==> src/rtl/branch_pc_unit.sv <==
// Program counter, next-PC selection, retired-instruction counter and
// run/halt/fault control for the single-cycle RV core.
module branch_pc_unit #(
  parameter logic [31:0] RESET_PC = 32'h0000_0000
) (
  input  logic        clk,
  input  logic        rst_n,
  input  logic        en_i,
  input  logic [2:0]  br_type_i,
  input  logic [31:0] imm_i,
  input  logic [31:0] alu_result_i,
  input  logic        sf_i,
  input  logic        zf_i,
  output logic [31:0] pc_o,
  output logic [31:0] pc_plus4_o,
  output logic        taken_o,
  output logic        halted_o,
  output logic        fault_o,
  output logic [31:0] retired_o
);

  localparam logic [2:0] BrSeq  = 3'd0;
  localparam logic [2:0] BrBeq  = 3'd1;
  localparam logic [2:0] BrBne  = 3'd2;
  localparam logic [2:0] BrBlt  = 3'd3;
  localparam logic [2:0] BrBge  = 3'd4;
  localparam logic [2:0] BrJal  = 3'd5;
  localparam logic [2:0] BrJalr = 3'd6;
  localparam logic [2:0] BrHalt = 3'd7;

  typedef enum logic [1:0] {StRun, StHalt, StFault} state_e;

  state_e      state_q, state_d;
  logic [31:0] pc_q, pc_d;
  logic [31:0] retired_q, retired_d;

  logic        taken;
  logic [31:0] pc_plus4;
  logic [31:0] target;
  logic [31:0] next_pc;
  logic        misaligned;

  // Branch decode; BLT/BGE trust SF alone, so A-B overflow is not corrected.
  always_comb begin
    taken = 1'b0;
    unique case (br_type_i)
      BrSeq:   taken = 1'b0;
      BrBeq:   taken = zf_i;
      BrBne:   taken = ~zf_i;
      BrBlt:   taken = sf_i;
      BrBge:   taken = ~sf_i;
      BrJal:   taken = 1'b1;
      BrJalr:  taken = 1'b1;
      BrHalt:  taken = 1'b0;
      default: taken = 1'b0;
    endcase
  end

  // Target and next-PC selection; all adds wrap modulo 2^32.
  always_comb begin
    pc_plus4   = pc_q + 32'd4;
    target     = (br_type_i == BrJalr) ? (alu_result_i & ~32'h1) : (pc_q + imm_i);
    next_pc    = taken ? target : pc_plus4;
    misaligned = taken & target[1];
  end

  // Control FSM and PC/counter next-state; HALT and FAULT are terminal until reset.
  always_comb begin
    state_d   = state_q;
    pc_d      = pc_q;
    retired_d = retired_q;
    unique case (state_q)
      StRun: begin
        if (en_i) begin
          if (br_type_i == BrHalt) begin
            state_d   = StHalt;
            retired_d = retired_q + 32'd1;
          end else if (misaligned) begin
            state_d = StFault;
          end else begin
            pc_d      = next_pc;
            retired_d = retired_q + 32'd1;
          end
        end
      end
      StHalt:  state_d = StHalt;
      StFault: state_d = StFault;
      default: state_d = StFault;
    endcase
  end

  // State, PC and counter registers with asynchronous reset.
  always_ff @(posedge clk or negedge rst_n) begin
    if (!rst_n) begin
      state_q   <= StRun;
      pc_q      <= RESET_PC;
      retired_q <= 32'd0;
    end else begin
      state_q   <= state_d;
      pc_q      <= pc_d;
      retired_q <= retired_d;
    end
  end

  // Outputs.
  always_comb begin
    pc_o       = pc_q;
    pc_plus4_o = pc_plus4;
    taken_o    = taken;
    halted_o   = (state_q == StHalt);
    fault_o    = (state_q == StFault);
    retired_o  = retired_q;
  end

endmodule

==> config.mk <==
export PLATFORM = sky130hd
export DESIGN_NAME = branch_pc_unit
export DESIGN_NICKNAME = d
export VERILOG_FILES = /design/src/rtl/branch_pc_unit.sv
export SDC_FILE = /design/constraint.sdc
export NUM_CORES = 1
export LEC_CHECK = 0
export BUFFER_PORTS_ARGS = -buffer_cell sky130_fd_sc_hd__buf_2
export CAP_MARGIN = 15
export CORE_ASPECT_RATIO = 0.5
export CORE_MARGIN = 2
export CORE_UTILIZATION = 53
export DETAILED_ROUTE_END_ITERATION = 16
export GPL_TIMING_DRIVEN = 0
export PLACE_DENSITY = 0.85
export SYNTH_ARGS = -nofsm -noshare
export SYNTH_HDL_FRONTEND = slang
export SYNTH_SLANG_ARGS = --single-unit
==> constraint.sdc <==
create_clock -name clk -period 3.6 [get_ports clk]
set_clock_uncertainty 0.2 [all_clocks]
set_input_delay 0.18 -clock clk [delete_from_list [all_inputs] [get_ports clk]]
set_output_delay 0.18 -clock clk [all_outputs]
set_load 0.03 [all_outputs]
==> results of run 1 <==
[metal layers]
layer,routed length [um],global-route usage,up-vias
met4,350,0.09074,0
met5,0,0,-
li1,-,-,3018
met2,8957,0.5278,365
met1,7861,0.4159,2992
met3,1797,0.05632,43
[power breakdown]
group	switching, mW	internal, mW
clock network	0.360	0.612
registers	0.359	0.919
logic	2.30	1.25
total	3.02	2.78
[through the flow]
stage	setup slack (ns)	instances	hold slack, ns
6_report	0.1222	1062	0.007447
4_1_cts	0.1291	1061	0.005392
5_1_grt	0.02279	1062	0.02877
3_3_place_gp	0.002420	1032	0.2157
3_5_place_dp	-0.01734	1032	0.1450
2_1_floorplan	0.4025	718	-0.3156
[sequential cells by signal (all words and copies together) (netlist names)]
name / cells
retired_o: 32
state_q: 2
pc_o: 32
[cells by family (layout without fill, tap and decap cells)]
group           after synthesis  count (layout)  share of synthesized area
buf+inv                      48             247                    0.03580
simple gates                274             274                     0.2480
xor+xnor                     84              84                     0.1253
fa+ha+maj                    34              34                    0.07373
flops                        66              66                     0.2813
mux                           5               5                    0.01001
compound gates              207             207                     0.2259
[cells in the mapped netlist (16+ instances only)]
cell,instances,share of area
xor2_1,28,0.042
xnor2_1,56,0.084
ha_1,33,0.070
nor3_1,18,0.015
nand4_1,16,0.017
o21ai_0,51,0.043
nand2_1,82,0.052
a21o_1,16,0.020
clkbuf_1,23,0.015
a21oi_1,61,0.052
nor2_1,47,0.030
dfrtp_1,66,0.28
nand3_1,31,0.026
[worst max-delay path by stage]
stage          startpoint  endpoint  slack [ns]  cells after the start
2_1_floorplan     pc_o[2]  pc_o[20]        0.40                     10
3_3_place_gp      pc_o[0]  pc_o[24]       0.002                     10
3_5_place_dp      pc_o[0]  pc_o[30]       -0.02                     10
4_1_cts           pc_o[0]  pc_o[30]        0.13                     10
5_1_grt           pc_o[0]  pc_o[30]        0.02                     10
6_report          pc_o[0]  pc_o[30]        0.12                     10
[worst min-delay path: stages]
cell and delay [ns]:
buf_2 0.08, ha_1 0.12, nand3_1 0.05, nand2_1 0.07
[cell type report]
type                            instances  area share
Tap cell                              145     0.02461
Sequential cell                        66      0.2240
Inverter                               13    0.006619
Multi-Input combinational cell        604      0.5450
Clock buffer                            9     0.03055
Timing Repair Buffer                  183      0.1337
Clock inverter                          7     0.01358
Buffer                                 35     0.02189
[timing repair]
| item | 4_1_cts | 5_1_grt |
|---|---|---|
| endpoints found under the hold margin | 78 | 0 |
| setup buffers | 0 | 1 |
| hold buffers | 13 | 0 |
| resized for setup | 1 | 0 |
| pin swaps | 0 | 2 |
| endpoints found under the setup margin | 2 | 2 |
==> impl_metrics.csv, run 1 <==
group,metric,value,unit
global_route,grt.overflow.total,0,
setup_path,path_max_fanout,4,
clock_tree,cts_buffer_depth,2,
global_route,grt_max_degree,67,
clock_tree,clk_pin_slew_worst_paths,0.06,ns
synthesis,synth_nets,824,
final_layout,final_core_util,0.6777,
timing,setup_tns,0,ns
setup_path,crit_type,"flip-flop to flip-flop",
timing,period_share,0.9661,
setup_path,r2r_end,"pc_o[30]",
timing,tightest_slew,0.8601,ns
die,die_area,0.01199,mm2
final_layout,multi_input_area,0.004018,mm2
die,die_x,152.9,um
timing,rsz0062_at_grt,"false",
synthesis,ys_seq_elements,66,
synthesis,syn_area,0.005872,mm2
timing,final_hold_viol_count,0,
timing,slew_headroom,0.4266,
worst_hold_path,whs_path_depth,4,
detailed_routing,wirelength,18970,um
timing,period_minus_slack,3.478,ns
run,maxCapViolations,0,
setup_path,critPathTopFamily,"compound AO/OA/AOI/OAI gates",
setup_path,ff2ff_setup_slack,0.12,ns
synthesis,ys_seq_area_frac,0.2813,
synthesis,ys.flop_type,"dfrtp_1",
setup_path,worstPathRequired,3.60,ns
detailed_routing,vias_per_cell,6.043,
status,outcome,"finished clean",
setup_path,worstPathArrival,3.48,ns
place,port-buffer-count,169,
timing,setup_viol,0,
timing,fmax,287.5,MHz
synthesis,yosysWarningCount,0,
detailed_routing,post-route-drc-count,0,
setup_path,critPathMaxStageDelay,0.43,ns
place,placed_area,0.006902,mm2
final_layout,antennaDiodeCount,0,
final_layout,synthToLayoutAreaGrowth,25.55,%
final_layout,seqCellArea,0.001652,mm2
final_layout,drive_gt1_frac,0.2585,
clock_tree,cts_made_buffers,9,
worst_hold_path,hold_end,"pc_o[0]",
die,die_h,78.43,um
setup_path,crit_chain,"ha_1 -> fa_1 -> a211oi_1 -> o211ai_1 -> a41oi_2 -> o21ai_1 -> a31oi_2 -> o21ai_0 -> xnor2_1 -> a32oi_1",
detailed_routing,wire_per_inst,17.86,um
detailed_routing,drt-initial-drc-count,662,
global_route,grt_pass1_vias,5947,
detailed_routing,vias,6418,
synthesis,synthCells,718,
setup_path,crit_slowest_cell,"fa_1",
clock_tree,cts_tree,"done",
final_layout,fin_nets,1018,
detailed_routing,dr.pass1.iters,5,
setup_path,worst-path-buf-inv,0,
clock_tree,cts_root_buffer,"clkbuf_16",
final_layout,final_area,0.007372,mm2
die,core_area,0.01088,mm2
power_and_ir_drop,p_leak,3.477,nW
worst_hold_path,min-delay-start,"imm_i[0]",
timing,slew_violations,0,
synthesis,synth_edf_count,0,
clock_tree,ctsHtreeMaxLevel,3,
global_route,grt_util_all_layers,0.3128,
setup_path,crit-reg2reg-launch,"pc_o[0]",
place,place_congestion,0.9424,
global_route,grt_pass1_wl,29880,um
final_layout,final_cell_mix,"buf_2 (174), nand2_1 (82), dfrtp_1 (66)",
power_and_ir_drop,ir_drop,0.4677,mV
setup_path,critPathCaptureType,"flip-flop",
clock_tree,insertion_delay,0.34,ns
synthesis,async_flop_share,1.000,
detailed_routing,ant_nets,0,
power_and_ir_drop,fin_total_pwr,5.796,mW
synthesis,synth_area_per_cell,8.178,um2
setup_path,ff2ff_path_depth,10,
clock_tree,clock_sinks,66,
die,std_cell_rows,27,
die,floorplan.initialDensity,0.5398,
power_and_ir_drop,power_density,786.2,mW/mm2
place,dp.final_hpwl,14280,um
final_layout,fillers,929,
final_layout,layout_commonest_cell,"buf_2",
setup_path,start_kind,"flip-flop",
synthesis,netlist-cell-type-count,83,
worst_hold_path,min_path_type,"primary input to flip-flop",
global_route,antenna_found_initial,0,
die,io-pin-count,171,
(Power assumes the default switching activity.)
==> run 2, diff against run 1 <==
--- a/config.mk
+++ b/config.mk
@@ -12,6 +12,7 @@
 export CORE_UTILIZATION = 53
 export DETAILED_ROUTE_END_ITERATION = 16
 export GPL_TIMING_DRIVEN = 0
+export MAX_ROUTING_LAYER = met4
 export PLACE_DENSITY = 0.85
 export SYNTH_ARGS = -nofsm -noshare
 export SYNTH_HDL_FRONTEND = slang
==> run 2 against run 1 <==
  * Clock-buffer cell count up 1
  * Sequential share of layout area hardly changed
  * Critical path depth is the same
  * Wire length hardly changed
  * Clock power is 1% higher
  * Sequential cell count unchanged
  * Worst setup slack gained 0.0010 ns
==> impl_metrics.csv, run 2 (synthesized netlist as in run 1, its figures left out) <==
group,metric,value,unit
status,outcome,"finished clean",
final_layout,final_cell_mix,"buf_2 (174), nand2_1 (82), dfrtp_1 (66)",
clock_tree,insertion_delay,0.34,ns
global_route,grt_pass1_wl,30090,um
detailed_routing,wirelength,18960,um
timing,final_hold_viol_count,0,
detailed_routing,wire_per_inst,17.85,um
detailed_routing,drt-initial-drc-count,723,
detailed_routing,vias_per_cell,6.021,
setup_path,start_kind,"flip-flop",
global_route,grt.met2_usage,0.5229,
setup_path,crit_type,"flip-flop to flip-flop",
timing,period_minus_slack,3.477,ns
clock_tree,clk_pin_slew_worst_paths,0.06,ns
final_layout,fillers,934,
setup_path,crit-reg2reg-launch,"pc_o[16]",
global_route,met3_usage,0.05246,
timing,slew_headroom,0.4257,
place,dp.final_hpwl,14260,um
clock_tree,ctsHtreeMaxLevel,3,
die,die_area,0.01199,mm2
final_layout,final_core_util,0.6786,
place,dp_cells,1032,
final_layout,multi_input_area,0.004023,mm2
setup_path,startpoint,"pc_o[16]",
setup_path,critPathMaxStageDelay,0.59,ns
global_route,grt_max_degree,67,
clock_tree,cts_made_buffers,9,
final_layout,layout_commonest_cell,"buf_2",
detailed_routing,dr.pass1.iters,5,
setup_path,worstPathArrival,3.50,ns
clock_tree,clock_sinks,66,
timing,fmax,287.6,MHz
setup_path,path_max_fanout,8,
detailed_routing,vias,6394,
place,port-buffer-count,169,
clock_tree,cts_buffer_depth,2,
run,maxCapViolations,0,
final_layout,seqCellArea,0.001652,mm2
setup_path,r2r_end,"pc_o[31]",
die,floorplan.initialDensity,0.5398,
timing,rsz0062_at_grt,"false",
clock_tree,cts_root_buffer,"clkbuf_16",
die,std_cell_rows,27,
timing,setup_ws,0.1232,ns
die,core_area,0.01088,mm2
global_route,antenna_found_initial,0,
final_layout,synthToLayoutAreaGrowth,25.72,%
final_layout,final_area,0.007382,mm2
setup_path,crit_slowest_cell,"or4_4",
setup_path,worstPathRequired,3.63,ns
detailed_routing,ant_nets,0,
detailed_routing,post-route-drc-count,0,
timing,period_share,0.9658,
final_layout,drive_gt1_frac,0.2585,
place,place_congestion,0.9730,
clock_tree,cts_tree,"done",
final_layout,instances_no_fill,1062,
global_route,grt_util_all_layers,0.3232,
place,placed_area,0.006902,mm2
place,pre_cts_ws,-0.002009,ns
global_route,use_met1,0.4262,
final_layout,antennaDiodeCount,0,
timing,setup_tns,0,ns
die,die_h,78.43,um
setup_path,ff2ff_path_depth,10,
timing,tightest_slew,0.8614,ns
power_and_ir_drop,ir_drop,0.4581,mV
final_layout,fin_nets,1018,
setup_path,endpoint,"pc_o[31]",
die,die_x,152.9,um
die,io-pin-count,171,
timing,setup_viol,0,
power_and_ir_drop,p_leak,3.472,nW
global_route,grt_pass1_vias,5968,
setup_path,critPathCaptureType,"flip-flop",
setup_path,ff2ff_setup_slack,0.12,ns
global_route,grt.overflow.total,0,
worst_hold_path,min_path_type,"primary input to flip-flop",
setup_path,crit_chain,"ha_1 -> buf_2 -> nand2_1 -> or4_4 -> nor4_4 -> nor3_2 -> nor2_2 -> o41ai_2 -> xnor2_1 -> a221o_1",
timing,slew_violations,0,
global_route,top_usage_layer,"met2",
power_and_ir_drop,power_density,784.9,mW/mm2
-- run 2: cell types whose count changed in the layout (fill, tap and decap cells not counted) --
| cell | delta |
|---|---|
| a211oi_1 | -1 |
| a211oi_2 | +1 |
| buf_4 | -1 |
| clkbuf_8 | +1 |
| clkinv_4 | -2 |
| clkinvlp_4 | +2 |
| dlygate4sd3_1 | +1 |
| inv_6 | -1 |
-- run 2: routing by layer --
| layer | share of wire | vias to the layer above |
|---|---|---|
| met5 | 0 | - |
| met4 | 0.021 | 0 |
| met3 | 0.097 | 47 |
| met2 | 0.46 | 346 |
| met1 | 0.42 | 2979 |
| li1 | - | 3022 |
-- run 2: metrics by stage --
| stage | hold slack, ns | total power [mW] |
|---|---|---|
| 5_1_grt | 0.01544 | 6.143 |
| 3_3_place_gp | 0.2152 | 4.661 |
| 2_1_floorplan | -0.3156 | 3.759 |
| 3_5_place_dp | 0.1521 | 4.709 |
| 4_1_cts | 0.0004335 | 5.720 |
| 6_report | 0.005667 | 5.794 |
-- run 2: report_power, final --
part | internal, mW | total, mW | switching [mW] | leakage (nW)
sequential | 0.920 | 1.27 | 0.353 | 0.839
clock | 0.626 | 0.982 | 0.356 | 0.155
combinational | 1.24 | 3.54 | 2.30 | 2.48
-- run 2: final cells by class --
class,count,area share
clock inverter,6,0.01203
inverter,13,0.006610
clock buffer,10,0.03237
buffer,35,0.02186
multi-input combinational,604,0.5449
sequential,66,0.2237
timing repair buffer,183,0.1339
tap,145,0.02458
-- run 2: worst min path at each step --
stage,depth (start not counted),endpoint,from,slack (ns)
3_5_place_dp,1,retired_o[12],rst_n,0.15
4_1_cts,3,pc_o[19],alu_result_i[19],0.0004
6_report,3,pc_o[13],alu_result_i[13],0.006
2_1_floorplan,0,pc_o[0],rst_n,-0.32
5_1_grt,3,pc_o[20],alu_result_i[20],0.02
3_3_place_gp,2,pc_o[31],alu_result_i[31],0.22
-- run 2: timing repair --
| action | CTS | global route |
|---|---|---|
| endpoints found under the hold margin | 79 | 0 |
| pin swaps | 0 | 2 |
| resized for setup | 1 | 1 |
| setup buffers | 0 | 0 |
| endpoints found under the setup margin | 1 | 2 |
| gates cloned | 0 | 0 |
| hold buffers | 14 | 0 |
-- run 2: critical path, delay by kind of cell (launching register included) --
family / cells / cell delay, ns
AO/OA/AOI/OAI: 2 / 0.45
XOR/XNOR: 1 / 0.13
adder cells (fa/ha/maj): 1 / 0.32
buffers and inverters: 1 / 0.19
flip-flops: 1 / 0.46
AND/OR/NAND/NOR: 5 / 1.60
==> run 3, diff against run 2 <==
--- a/config.mk
+++ b/config.mk
@@ -5,15 +5,16 @@
 export SDC_FILE = /design/constraint.sdc
 export NUM_CORES = 1
 export LEC_CHECK = 0
+export ABC_AREA = 1
 export BUFFER_PORTS_ARGS = -buffer_cell sky130_fd_sc_hd__buf_2
 export CAP_MARGIN = 15
 export CORE_ASPECT_RATIO = 0.5
 export CORE_MARGIN = 2
-export CORE_UTILIZATION = 53
+export CORE_UTILIZATION = 56
 export DETAILED_ROUTE_END_ITERATION = 16
 export GPL_TIMING_DRIVEN = 0
 export MAX_ROUTING_LAYER = met4
-export PLACE_DENSITY = 0.85
+export PLACE_DENSITY = 0.87
 export SYNTH_ARGS = -nofsm -noshare
 export SYNTH_HDL_FRONTEND = slang
 export SYNTH_SLANG_ARGS = --single-unit
==> constraint.sdc (replaced) <==
create_clock -name clk -period 3.9 [get_ports clk]
set_clock_uncertainty 0.2 [all_clocks]
set_input_delay 0.195 -clock clk [delete_from_list [all_inputs] [get_ports clk]]
set_output_delay 0.195 -clock clk [all_outputs]
set_load 0.03 [all_outputs]
==> run 3 against run 2 <==
  * Sequential cell count is the same
  * Non-clock buffer count shrank 25
  * Power increased by 16%
  * Critical path depth decreased by 1
  * Largest power group unchanged
  * Clock-buffer cell count down 1
  * Die area grew 16%
  * Core utilization up 0.28 points
  * Worst setup slack gained 0.85 ns
  * Cell count grew 46%
  * Sequential power rose by 6%
  * Critical endpoint is now pc_plus4_o[16]
==> impl_metrics.csv, run 3 <==
group,metric,value,unit
die,floorplan.initialDensity,0.5735,
synthesis,synthTopCellsByArea,"dfrtp_1 (23%), nand2_1 (20%), inv_1 (9.8%), nor2_1 (7.2%), xor2_1 (7.0%)",
setup_path,critPathTopFamily,"simple AND/OR/NAND/NOR gates",
timing,fmax,341.5,MHz
die,io-pin-count,171,
final_layout,antennaDiodeCount,0,
clock_tree,cts_tree,"done",
synthesis,synth_edf_count,0,
synthesis,synth_nets,1300,
global_route,grt.overflow.total,0,
setup_path,path_max_fanout,6,
place,place_congestion,1.057,
timing,slew_violations,0,
run,maxCapViolations,0,
clock_tree,ctsHtreeMaxLevel,3,
clock_tree,clock_sinks,66,
setup_path,crit_slowest_cell,"dfrtp_1",
setup_path,crit_chain,"ha_1 -> nand3_2 -> inv_2 -> nand2_1 -> nor2_2 -> inv_2 -> nor2_2 -> xor2_1 -> buf_2",
global_route,grt_pass1_wl,40540,um
setup_path,crit_type,"flip-flop to output port",
detailed_routing,ant_nets,0,
worst_hold_path,min_path_type,"primary input to flip-flop",
synthesis,synth_compound_area_frac,0.09149,
synthesis,synthXorXnorAreaFrac,0.08081,
status,outcome,"finished clean",
final_layout,seqCellArea,0.001652,mm2
synthesis,synth_top_family_by_area,"simple AND/OR/NAND/NOR gates",
global_route,grt_pass1_vias,7914,
clock_tree,post_cts.repair.setup_buffers,0,
place,port-buffer-count,169,
timing,slew_headroom,0.4197,
die,die_x,165.0,um
power_and_ir_drop,switching_share,0.5928,
detailed_routing,highest_layer,"met4",
clock_tree,ctsHoldBuffers,2,
global_route,antenna_found_initial,0,
die,die_h,84.53,um
setup_path,worstPathArrival,2.53,ns
global_route,grt_max_degree,67,
synthesis,async_flop_share,1.000,
detailed_routing,wl_met2,11370,um
place,pre_cts_ws,1.235,ns
setup_path,start_kind,"flip-flop",
clock_tree,clk_pin_slew_worst_paths,0.06,ns
synthesis,ys_seq_area_frac,0.2274,
synthesis,synth_mux_area_frac,0,
die,core_area,0.01266,mm2
timing,setup_viol,0,
synthesis,synth.top_cells.by_count,"nand2_1 (392), inv_1 (190), nor2_1 (139)",
power_and_ir_drop,power_density,780.5,mW/mm2
die,die_area,0.01395,mm2
power_and_ir_drop,pwr-share-comb,0.681,
setup_path,critPathMaxStageDelay,0.50,ns
synthesis,yosysMostFrequentCell,"nand2_1",
final_layout,fin_nets,1482,
clock_tree,cts_buffer_depth,2,
detailed_routing,dr.pass1.iters,5,
setup_path,worst-path-buf-inv,3,
detailed_routing,post-route-drc-count,0,
final_layout,drive_gt1_frac,0.1904,
final_layout,fillers,1183,
clock_tree,cts_resized,0,
final_layout,multi_input_area,0.004703,mm2
timing,setup_tns,0,ns
synthesis,ys_seq_elements,66,
synthesis,netlist-cell-type-count,46,
final_layout,layout_commonest_cell,"nand2_1",
global_route,grt_util_all_layers,0.3901,
synthesis,yosysTopAreaCell,"dfrtp_1",
detailed_routing,wire_per_inst,16.53,um
detailed_routing,wl_met3,2332,um
timing,final_hold_viol_count,0,
clock_tree,cts_root_buffer,"clkbuf_16",
power_and_ir_drop,power.switching,3.993,mW
timing,setup_ws,0.9718,ns
setup_path,worstPathRequired,3.50,ns
synthesis,synth_area_per_cell,6.082,um2
power_and_ir_drop,clockPowerShare,0.119,
power_and_ir_drop,pwr-share-seq,0.200,
die,std_cell_rows,29,
clock_tree,insertion_delay,0.35,ns
final_layout,final_core_util,0.6815,
synthesis,syn_area,0.007262,mm2
detailed_routing,drt-initial-drc-count,789,
detailed_routing,met1_length,11060,um
synthesis,synthCells,1194,
timing,tightest_slew,0.8704,ns
clock_tree,cts_made_buffers,9,
final_layout,synthToLayoutAreaGrowth,18.83,%
detailed_routing,wirelength,25640,um
power_and_ir_drop,p_leak,4.957,nW
place,dp.final_hpwl,21000,um
final_layout,final_cell_mix,"nand2_1 (392), inv_1 (190), buf_2 (174)",
detailed_routing,vias_per_cell,5.386,
synthesis,yosys.area_share.simple,0.4157,
timing,period_minus_slack,2.928,ns
synthesis,yosysTopAreaCellShare,0.2274,
synthesis,synthAdderAreaFrac,0.05961,
setup_path,critPathCaptureType,"output port",
power_and_ir_drop,fin_total_pwr,6.735,mW
synthesis,ys.flop_type,"dfrtp_1",
synthesis,yosysWarningCount,0,
timing,rsz0062_at_grt,"false",
timing,period_share,0.7508,
power_and_ir_drop,ir_drop,0.4710,mV
power_and_ir_drop,power.internal,2.743,mW
detailed_routing,vias,8353,
run 3: changes by cell type after synthesis, moves of 10 or more:
| cell | delta |
|---|---|
| inv_1 | +178 |
| nand3_1 | +29 |
| nand2_1 | +310 |
| nor3_1 | +13 |
| xor2_1 | +30 |
| a21o_1 | -15 |
| inv_2 | +10 |
| o21ai_0 | -29 |
| xnor2_1 | -47 |
| nor2_1 | +92 |
| and3_1 | -12 |
| a21boi_1 | +15 |
| clkbuf_1 | -18 |
run 3: kinds of logic after synthesis:
family          after synthesis
simple gates                689
buf+inv                     225
compound gates              113
xor+xnor                     67
flops                        66
fa+ha+maj                    34
run 3: area by class of cell:
class                           instances  area share
Buffer                                 22     0.01653
Clock buffer                            9     0.02610
Clock inverter                          7    0.007105
Inverter                              203     0.08859
Multi-Input combinational cell        903      0.5450
Sequential cell                        66      0.1914
Tap cell                              170     0.02465
Timing Repair Buffer                  171      0.1006
run 3: layer usage:
metal / up-vias / global-route usage
met5: - / -
met4: 0 / 0.1375
met3: 67 / 0.06917
met2: 379 / 0.6008
met1: 3830 / 0.5174
li1: 4077 / -
run 3: path summary, 6_finish.rpt:
| check | start | end | slack [ns] | cells after the start |
|---|---|---|---|---|
| worst max-delay path | pc_o[2] | pc_plus4_o[16] | 0.97 | 9 |
| max in group asynchronous | rst_n | retired_o[9] | 2.63 | 2 |
| worst min-delay path | alu_result_i[30] | pc_o[30] | 0.03 | 5 |
| worst min register to register | retired_o[3] | retired_o[3] | 0.30 | 1 |
| min in group asynchronous | rst_n | pc_o[25] | 0.30 | 2 |
| worst max register to register | pc_o[0] | pc_o[28] | 1.16 | 11 |
run 3: power by group through the flow:
stage | sequential [mW] | combinational [mW] | clock (mW)
2_1_floorplan | 1.67 | 2.80 | 0
3_3_place_gp | 1.33 | 4.41 | 0
6_report | 1.35 | 4.59 | 0.800
5_1_grt | 1.38 | 5.01 | 0.834
3_5_place_dp | 1.34 | 4.49 | 0
4_1_cts | 1.33 | 4.52 | 0.805
run 3: worst register-to-register path, stage by stage (launching register included):
cell and delay (ns):
dfrtp_1 0.43, ha_1 0.26, fa_1 0.46, nand3_1 0.13, nand3_1 0.15, nand3_1 0.15
nand3b_1 0.21, nand2_1 0.20, nand3_1 0.09, nand3_1 0.11, nand2_1 0.10, a21boi_1 0.17
run 3: stage by stage:
| stage | hold slack (ns) | instances | instance area, um2 |
|---|---|---|---|
| 2_1_floorplan | -0.3006 | 1194 | 7262 |
| 3_3_place_gp | 0.2714 | 1533 | 8320 |
| 3_5_place_dp | 0.1580 | 1533 | 8323 |
| 4_1_cts | 0.02121 | 1551 | 8630 |
| 5_1_grt | 0.04370 | 1551 | 8630 |
| 6_report | 0.02751 | 1551 | 8630 |
